<file path="config.mk">
export PLATFORM = sky130hd
export DESIGN_NAME = fetch_unit
export DESIGN_NICKNAME = d
export VERILOG_FILES = /design/src/rtl/cpu_pkg.sv /design/src/rtl/next_pc_calc.sv /design/src/rtl/fetch_unit.sv
export SDC_FILE = /design/constraint.sdc
export NUM_CORES = 1
export LEC_CHECK = 0
export CAP_MARGIN = 10
export CORE_AREA = 2 2 157 128
export DETAILED_ROUTE_END_ITERATION = 10
export DIE_AREA = 0 0 159 130
export HOLD_SLACK_MARGIN = 0.02
export MAX_ROUTING_LAYER = met4
export PLACE_DENSITY_LB_ADDON = 0.3
export RECOVER_POWER = 25
export REMOVE_ABC_BUFFERS = 1
export SLEW_MARGIN = 20
export SYNTH_ARGS = -nofsm -noshare
export SYNTH_HDL_FRONTEND = slang
export SYNTH_SLANG_ARGS = --single-unit
</file>
<file path="constraint.sdc">
create_clock -name clk -period 2.5 [get_ports clk]
set_clock_uncertainty 0.05 [all_clocks]
set_input_delay 0.25 -clock clk [delete_from_list [all_inputs] [get_ports clk]]
set_output_delay 0.25 -clock clk [all_outputs]
set_load 0.1 [all_outputs]
</file>
<file path="src/rtl/cpu_pkg.sv">
// Shared CPU constants and the fetch next-PC source encoding.
package cpu_pkg;
  localparam int XLEN     = 32;
  localparam int BR_OFF_W = 16;
  localparam int J_IDX_W  = 26;

  localparam logic [XLEN-1:0] NOP_INSTR = 32'h0000_0000;
  localparam logic [XLEN-1:0] RESET_PC  = 32'h0000_0000;

  typedef enum logic [1:0] {
    SEL_SEQ  = 2'd0,
    SEL_BR   = 2'd1,
    SEL_JMP  = 2'd2,
    SEL_HOLD = 2'd3
  } npc_sel_e;
endpackage

</file>
<file path="src/rtl/next_pc_calc.sv">
// Combinational next-PC selection: branch > jump > stall > sequential.
module next_pc_calc
  import cpu_pkg::*;
(
  input  logic [XLEN-1:0]     pc_i,
  input  logic                stall_i,
  input  logic                branch_taken_i,
  input  logic [XLEN-1:0]     branch_pc_i,
  input  logic [BR_OFF_W-1:0] branch_offset_i,
  input  logic                jump_en_i,
  input  logic [XLEN-1:0]     jump_pc_i,
  input  logic [J_IDX_W-1:0]  jump_index_i,
  output logic [XLEN-1:0]     next_pc_o,
  output npc_sel_e            sel_o
);
  logic [XLEN-1:0] pc_plus4, branch_target, jump_target, br_off_ext;

  assign pc_plus4      = pc_i + 32'd4;
  assign br_off_ext    = {{(XLEN-BR_OFF_W-2){branch_offset_i[BR_OFF_W-1]}}, branch_offset_i, 2'b00};
  assign branch_target = branch_pc_i + 32'd4 + br_off_ext;
  // Region bits come from the jump's own PC+4, not the current fetch PC.
  assign jump_target   = ((jump_pc_i + 32'd4) & 32'hF000_0000) | {4'b0000, jump_index_i, 2'b00};

  always_comb begin
    next_pc_o = pc_plus4;
    sel_o     = SEL_SEQ;
    if (branch_taken_i) begin
      next_pc_o = branch_target;
      sel_o     = SEL_BR;
    end else if (jump_en_i) begin
      next_pc_o = jump_target;
      sel_o     = SEL_JMP;
    end else if (stall_i) begin
      next_pc_o = pc_i;
      sel_o     = SEL_HOLD;
    end
  end
endmodule

</file>
<file path="src/rtl/fetch_unit.sv">
// Instruction fetch: owns the PC and the IF/ID register, flags bad fetches.
module fetch_unit
  import cpu_pkg::*;
#(
  parameter logic [XLEN-1:0] RESET_PC   = cpu_pkg::RESET_PC,
  parameter int              IMEM_WORDS = 100,
  parameter logic [XLEN-1:0] NOP_INSTR  = cpu_pkg::NOP_INSTR
) (
  input  logic                clk,
  input  logic                rst_n,
  output logic [XLEN-1:0]     pc,
  input  logic [XLEN-1:0]     instr_in,
  input  logic                stall,
  input  logic                branch_taken,
  input  logic [XLEN-1:0]     branch_pc,
  input  logic [BR_OFF_W-1:0] branch_offset,
  input  logic                jump_en,
  input  logic [XLEN-1:0]     jump_pc,
  input  logic [J_IDX_W-1:0]  jump_index,
  output logic [XLEN-1:0]     if_pc,
  output logic [XLEN-1:0]     if_instr,
  output logic                if_valid,
  output logic                addr_err,
  output logic [XLEN-1:0]     fetch_count
);
  localparam logic [XLEN-1:0] IMEM_BYTES = XLEN'(4 * IMEM_WORDS);

  logic [XLEN-1:0] pc_q, pc_d, if_pc_q, if_pc_d, if_instr_q, if_instr_d, cnt_q, cnt_d;
  logic            if_valid_q, if_valid_d, addr_err_q, addr_err_d;
  logic [XLEN-1:0] next_pc;
  npc_sel_e        sel;
  logic            fetch_ok;

  next_pc_calc u_npc (
    .pc_i            (pc_q),
    .stall_i         (stall),
    .branch_taken_i  (branch_taken),
    .branch_pc_i     (branch_pc),
    .branch_offset_i (branch_offset),
    .jump_en_i       (jump_en),
    .jump_pc_i       (jump_pc),
    .jump_index_i    (jump_index),
    .next_pc_o       (next_pc),
    .sel_o           (sel)
  );

  assign fetch_ok = (pc_q[1:0] == 2'b00) && (pc_q < IMEM_BYTES);

  always_comb begin
    pc_d       = next_pc;
    if_pc_d    = if_pc_q;
    if_instr_d = if_instr_q;
    if_valid_d = if_valid_q;
    addr_err_d = 1'b0;
    cnt_d      = cnt_q;
    case (sel)
      SEL_BR, SEL_JMP: begin
        if_instr_d = NOP_INSTR;
        if_valid_d = 1'b0;
      end
      SEL_HOLD: ;
      default: begin
        if_pc_d = pc_q;
        if (fetch_ok) begin
          if_instr_d = instr_in;
          if_valid_d = 1'b1;
          cnt_d      = cnt_q + 32'd1;
        end else begin
          if_instr_d = NOP_INSTR;
          if_valid_d = 1'b0;
          addr_err_d = 1'b1;
        end
      end
    endcase
  end

  always_ff @(posedge clk or negedge rst_n) begin
    if (!rst_n) begin
      pc_q       <= RESET_PC;
      if_pc_q    <= '0;
      if_instr_q <= NOP_INSTR;
      if_valid_q <= 1'b0;
      addr_err_q <= 1'b0;
      cnt_q      <= '0;
    end else begin
      pc_q       <= pc_d;
      if_pc_q    <= if_pc_d;
      if_instr_q <= if_instr_d;
      if_valid_q <= if_valid_d;
      addr_err_q <= addr_err_d;
      cnt_q      <= cnt_d;
    end
  end

  assign pc          = pc_q;
  assign if_pc       = if_pc_q;
  assign if_instr    = if_instr_q;
  assign if_valid    = if_valid_q;
  assign addr_err    = addr_err_q;
  assign fetch_count = cnt_q;
endmodule

</file>
* Word-level counts from Yosys, hierarchy flattened *
Cells that the tools add are included.

operators by class
  order comparisons = 1
  reductions and logical operators = 5
  bitwise operators = 2
  mux-type cells = 12
  equality and inequality tests = 4
  $add $sub $neg = 5

operator list
  cell                     count
  $mux W32                 4
  $add A32 B3 Y32 const B  3
  $pmux W32 S2             1
  $add A32 B1 Y32 const B  1
  $add A32 B32 Y32         1
  $lt A32 B9 Y1 const B    1
  $or A32 B28 Y32          1
  $mux W2                  3
  $eq A2 B2 Y1 const B     2
  $mux W1                  3
  $ne A3 B1 Y1 const B     1
  $reduce_or A3 Y1         1
  $eq A2 B1 Y1 const B     1
  $logic_not A2 Y1         1
  $pmux W1 S2              1
  $reduce_and A2 Y1        1
  $reduce_or A2 Y1         1
  $logic_and A1 B1 Y1      1
  $not A1 Y1               1

word-level totals
  input port bits = 143
  register bits after elaboration = 130
  output and inout port bits = 130
  word-level logic and storage cells = 35

* Longest topological paths before layout *
  depth after elaboration = 7
  gate-level depth with buffers = 15
  depth with buffers taken out = 13

* Cells and area by module *
From an unflattened synthesis, not the netlist that was laid out.

unflattened totals
  cell total of the unflattened synthesis = 775
  area, all modules = 8039.0 µm²

by module, submodules not included
  module        area each (µm²)  instances  cells each  seq. area each (µm²)
  fetch_unit    4903.5           1          330         3253.1
  next_pc_calc  3135.5           1          445         0.0

* Worst setup path after synthesis *
Ideal clock, no wire load.

  path kind = reg2reg
  from = register pc_q[9], in the netlist pc[9]
  to = register pc_q[31], in the netlist pc[31]
  buffers on the path = 0
  stages on the path, launching flop included = 9
  setup slack = -0.598 ns
  required time = 2.314 ns
  setup time = 0.136 ns
  arrival time = 2.912 ns
  cells stage by stage = dfrtp_1 nand4_2 or4_4 nor2_2 or4b_1 xor2_1 nor2_2 a21oi_1 o221ai_2

between the ends
  cells in the longest elaborated chain, start to end = 4

RTL lines
  item                    line                RTL
  from (decl)             fetch_unit.sv:28    logic [XLEN-1:0] pc_q, pc_d, if_pc_q, if_pc_d, if_instr_q, if_instr_d, cnt_q, cnt_d;
  from (signal assigned)  fetch_unit.sv:86    pc_q <= pc_d;
  $add A32 B3 Y32         next_pc_calc.sv:18  assign pc_plus4 = pc_i + 32'd4;
  $mux W32                next_pc_calc.sv:33  end else if (stall_i) begin
  $mux W32                next_pc_calc.sv:30  end else if (jump_en_i) begin
  $mux W32                next_pc_calc.sv:27  if (branch_taken_i) begin

No other way between the ends. The select of a mux whose other input is x is not followed.
A chain may end at the register's enable or synchronous reset.

* Final worst setup path *
  from = input branch_offset[6]
  to = register pc_q[28], in the netlist pc[28]

between the ends
  cells in the longest elaborated chain, start to end = 2

RTL lines
  item              line                RTL
  from (decl)       fetch_unit.sv:16    input logic [BR_OFF_W-1:0] branch_offset,
  $add A32 B32 Y32  next_pc_calc.sv:20  assign branch_target = branch_pc_i + 32'd4 + br_off_ext;
  $mux W32          next_pc_calc.sv:27

No other way between the ends.

==> flow_summary_export.csv <==
group,metric,value,unit
placed_design,port_buffers,270,
die,die_w,159,um
power,total_leakage_power,5.96,nW
global_route,antenna_found_initial,1,
global_route,grt_max_degree,66,
critical_path,path_class,"primary input to flop",
synth,ys_seq_area_share,41.3,%
global_route,grt_use_met2,42.2,%
power,p_per_area,751,nW/um^2
timing,clock.fmax,0.402,GHz
placed_design,postPlaceCellArea,11600,um^2
hold_path,holdPathEnd,"pc[2]",
hold_path,hp-start,"branch_offset[0]",
final_layout,final_nets,1417,
global_route,grt_overflow,0,
die,core,19300,um^2
cts,cts_buffers,17,
synth,yosys_warnings,0,
critical_path,crit_top_cell,"ha_4",
synth,synth.area.top_cells,"dfrtp_1, ha_1, xnor2_1",
hold_path,min_path_type,"primary input to flop",
global_route,busiest_layer,"met2",
run_status,status,"complete, no violations",
synth,synth_edf_count,0,
synth,synth_cells,791,
timing,maxSlewHeadroom,9.59,%
synth,synth.top_cell.area_share,41.3,%
cts,clkSinkCount,130,
final_layout,stdcell_count,1490,
cts,cts_tree,"done",
die,die_area,20700,um^2
synth,yosys.area.top_type,"dfrtp_1",
critical_path,end_kind,"flop",
global_route,grt_pass1_vias,7785,
critical_path,timing.rr.start,"pc[10]",
route,route.detailed.drc,0,
critical_path,path_buf_inv,3,
cts,clk-insertion-delay-late,0.42,ns
global_route,grt_pass1_wl,41900,um
die,die_h,130,um
final_layout,fin_area,13100,um^2
die,rows,46,
die,ios,273,
critical_path,worstReg2RegEnd,"pc[20]",
route,avgRoutedWirePerCell,18.2,um
placed_design,place_congestion,0.917,
critical_path,reg2reg_depth,9,
critical_path,worstPathRequired,2.74,ns
cts,cts_htree_levels,4,
cts,clockBufferDepth,2,
timing,worstMarginPinSlew,1.36,ns
placed_design,place_inst,1441,
critical_path,cp_max_fo,3,
synth,synth_seq_cells,130,
timing,drv_slew,0,
hold_path,hold_depth,4,
route,antenna_left,0,
global_route,grt_use_total,26.4,%
final_layout,drive_gt1_share,39.0,%
synth,async_flop_share,100,%
critical_path,crit_slowest_cell,"a221o_1",
global_route,met1_usage,33.8,%
synth,synth_top_flop_cell,"dfrtp_1",
critical_path,critical-path-top-delay-family,"compound AO/OA/AOI/OAI gates",
critical_path,path_cells,"dlygate4sd2_1 > ha_4 > ha_4 > buf_6 > o21ai_2 > nor3_2 > a211oi_2 > buf_4 > o21a_4 > o221ai_4 > a21oi_2 > xnor2_2 > a221o_1",
timing,finalSetupViolations,0,
synth,netlist_area,7870,um^2
timing,hold_viol,0,
timing,timing.hold.ws,0.159,ns
power,power,0.00981,W
die,initial_core_util,40.7,%
final_layout,syn2layout_area_growth,66.0,%
route,via_per_inst,5.22,
critical_path,critPathMaxStageDelay,0.32,ns
cts,clock_tree.root_cell,"clkbuf_16",
critical_path,start_kind,"primary input",
critical_path,rrSetupSlack,0.11,ns
route,first_iter_violations,438,
critical_path,cp.arrival,2.73,ns
cts,cts.clk_slew.worst_paths,0.06,ns
power,max-vdd-ir-drop,0.598,mV
timing,post-route-period-util,99.5,%
route,wirelength,27100,um
global_route,use_met3,6.13,%
route,via_count,7773,
synth,synthDistinctLibCells,59,
flow_run,cap_violations,0,
timing,fin_crit,2.49,ns
synth,syn_avg_cell_area,9.95,um^2
placed_design,dp_hpwl,19700,um
route,dr.pass1.iters,5,
sequential cells by signal (all words and copies together) (netlist names):
| register | cells |
|---|---|
| if_instr | 32 |
| pc | 32 |
| if_pc | 32 |
| addr_err | 1 |
| if_valid | 1 |
| fetch_count | 32 |
area by class of cell:
| type | count | area, um^2 |
|---|---|---|
| clock buffer | 18 | 439 |
| timing repair buffer | 434 | 3610 |
| inverter | 24 | 90.1 |
| tap | 264 | 330 |
| antenna | 1 | 2.50 |
| clock inverter | 14 | 168 |
| sequential | 130 | 3260 |
| fill | 1549 | 6270 |
| multi-input combinational | 605 | 5180 |
cells in the mapped netlist, types with 3 or more instances:
library cell / instances
dfrtp_1: 130
ha_1: 61
xnor2_1: 61
nor2_1: 56
nand2_1: 55
a21oi_1: 52
mux2_2: 37
o21ai_0: 36
a22o_1: 34
nand3_1: 27
inv_1: 24
nand4_1: 24
xor2_1: 24
nor3_1: 22
clkbuf_1: 21
nor4_1: 11
a211oi_1: 9
a21o_1: 9
and3_1: 8
mux2i_1: 8
or3_1: 7
o21a_1: 6
and2_1: 4
buf_1: 4
nand2b_1: 4
o2111ai_1: 4
o21bai_1: 4
and4_1: 3
buf_2: 3
buf_4: 3
o31ai_1: 3
through the flow:
stage	worst slack, ns	setup TNS (ns)	utilization [%]
final	0.0119	0	67.6
after global routing	-0.0477	-0.0697	67.6
after CTS	0.00259	0	65.6
after detailed placement	-1.14	-24.90	59.9
after global placement	-0.981	-22.20	59.9
after floorplan	-1.42	-73.22	-
logic make-up (layout without fill, tap and decap cells):
| group | Yosys count | count (layout) | share of synthesized area [%] |
|---|---|---|---|
| adders and majority gates | 62 | 62 | 9.95 |
| DFF | 130 | 130 | 41.3 |
| buffers and inverters | 56 | 490 | 2.96 |
| and+or+nand+nor | 238 | 238 | 15.2 |
| other | 0 | 1 | 0 |
| AOI/OAI and AO/OA | 175 | 175 | 14.8 |
| muxes | 45 | 45 | 6.31 |
| xor gates and xnor gates | 85 | 85 | 9.46 |
worst register-to-register path, cell delays in order (launching register included):
cell and delay [ns]:
dfrtp_2 0.42, nand4_2 0.10, buf_4 0.17, nor4_2 0.28
or3b_2 0.57, nor2_1 0.15, xor2_1 0.08, mux2_2 0.27
nor2_1 0.10, a21oi_1 0.06
worst max path at each step:
stage                           startpoint  slack [ns]          end  cells past startpoint
final                     branch_offset[6]        0.01       pc[28]                     13
after global routing      branch_offset[6]       -0.05       pc[28]                     13
after CTS                    branch_pc[18]       0.003       pc[28]                     11
after detailed placement      branch_pc[3]       -1.14       pc[31]                     13
after global placement        branch_pc[3]       -0.98       pc[31]                     13
after floorplan                      pc[4]       -1.42  if_instr[0]                      5
placed cells by master (no fill, tap or decap), types with 13 or more instances in the layout:
| cell | netlist | routed |
|---|---|---|
| nand4_1 | 24 | 24 |
| nor2_1 | 56 | 56 |
| a22o_1 | 34 | 34 |
| xnor2_1 | 61 | 59 |
| inv_1 | 24 | 21 |
| dfrtp_1 | 130 | 127 |
| ha_4 | 0 | 32 |
| clkdlybuf4s50_1 | 0 | 109 |
| mux2_2 | 37 | 37 |
| nand2_1 | 55 | 55 |
| nand3_1 | 27 | 24 |
| dlygate4sd2_1 | 0 | 16 |
| nor3_1 | 22 | 13 |
| clkbuf_16 | 0 | 17 |
| a21oi_1 | 52 | 44 |
| o21ai_0 | 36 | 29 |
| xor2_1 | 24 | 23 |
| ha_1 | 61 | 26 |
| buf_4 | 3 | 285 |
layer usage:
metal  wire length (um)  vias up
met3               1740       37
met5                  0        -
met2              12900      288
li1                   -     3729
met1              11800     3719
met4                575        0
where the power goes:
part           internal [W]  switching (W)  leakage (nW)
Combinational       0.00153        0.00314          3.99
Clock               0.00153        0.00106         0.292
Sequential          0.00237       0.000187          1.68
what timing repair did:
| item | 4_1_cts | 5_1_grt |
|---|---|---|
| endpoints found under the setup margin | 19 | 38 |
| buffers inserted | 11 | 6 |
| pin swaps | 51 | 37 |
| hold buffers | 1 | 0 |
| endpoints found under the hold margin | 50 | 0 |
| gates resized for setup | 94 | 77 |
(Power assumes the default switching activity.)
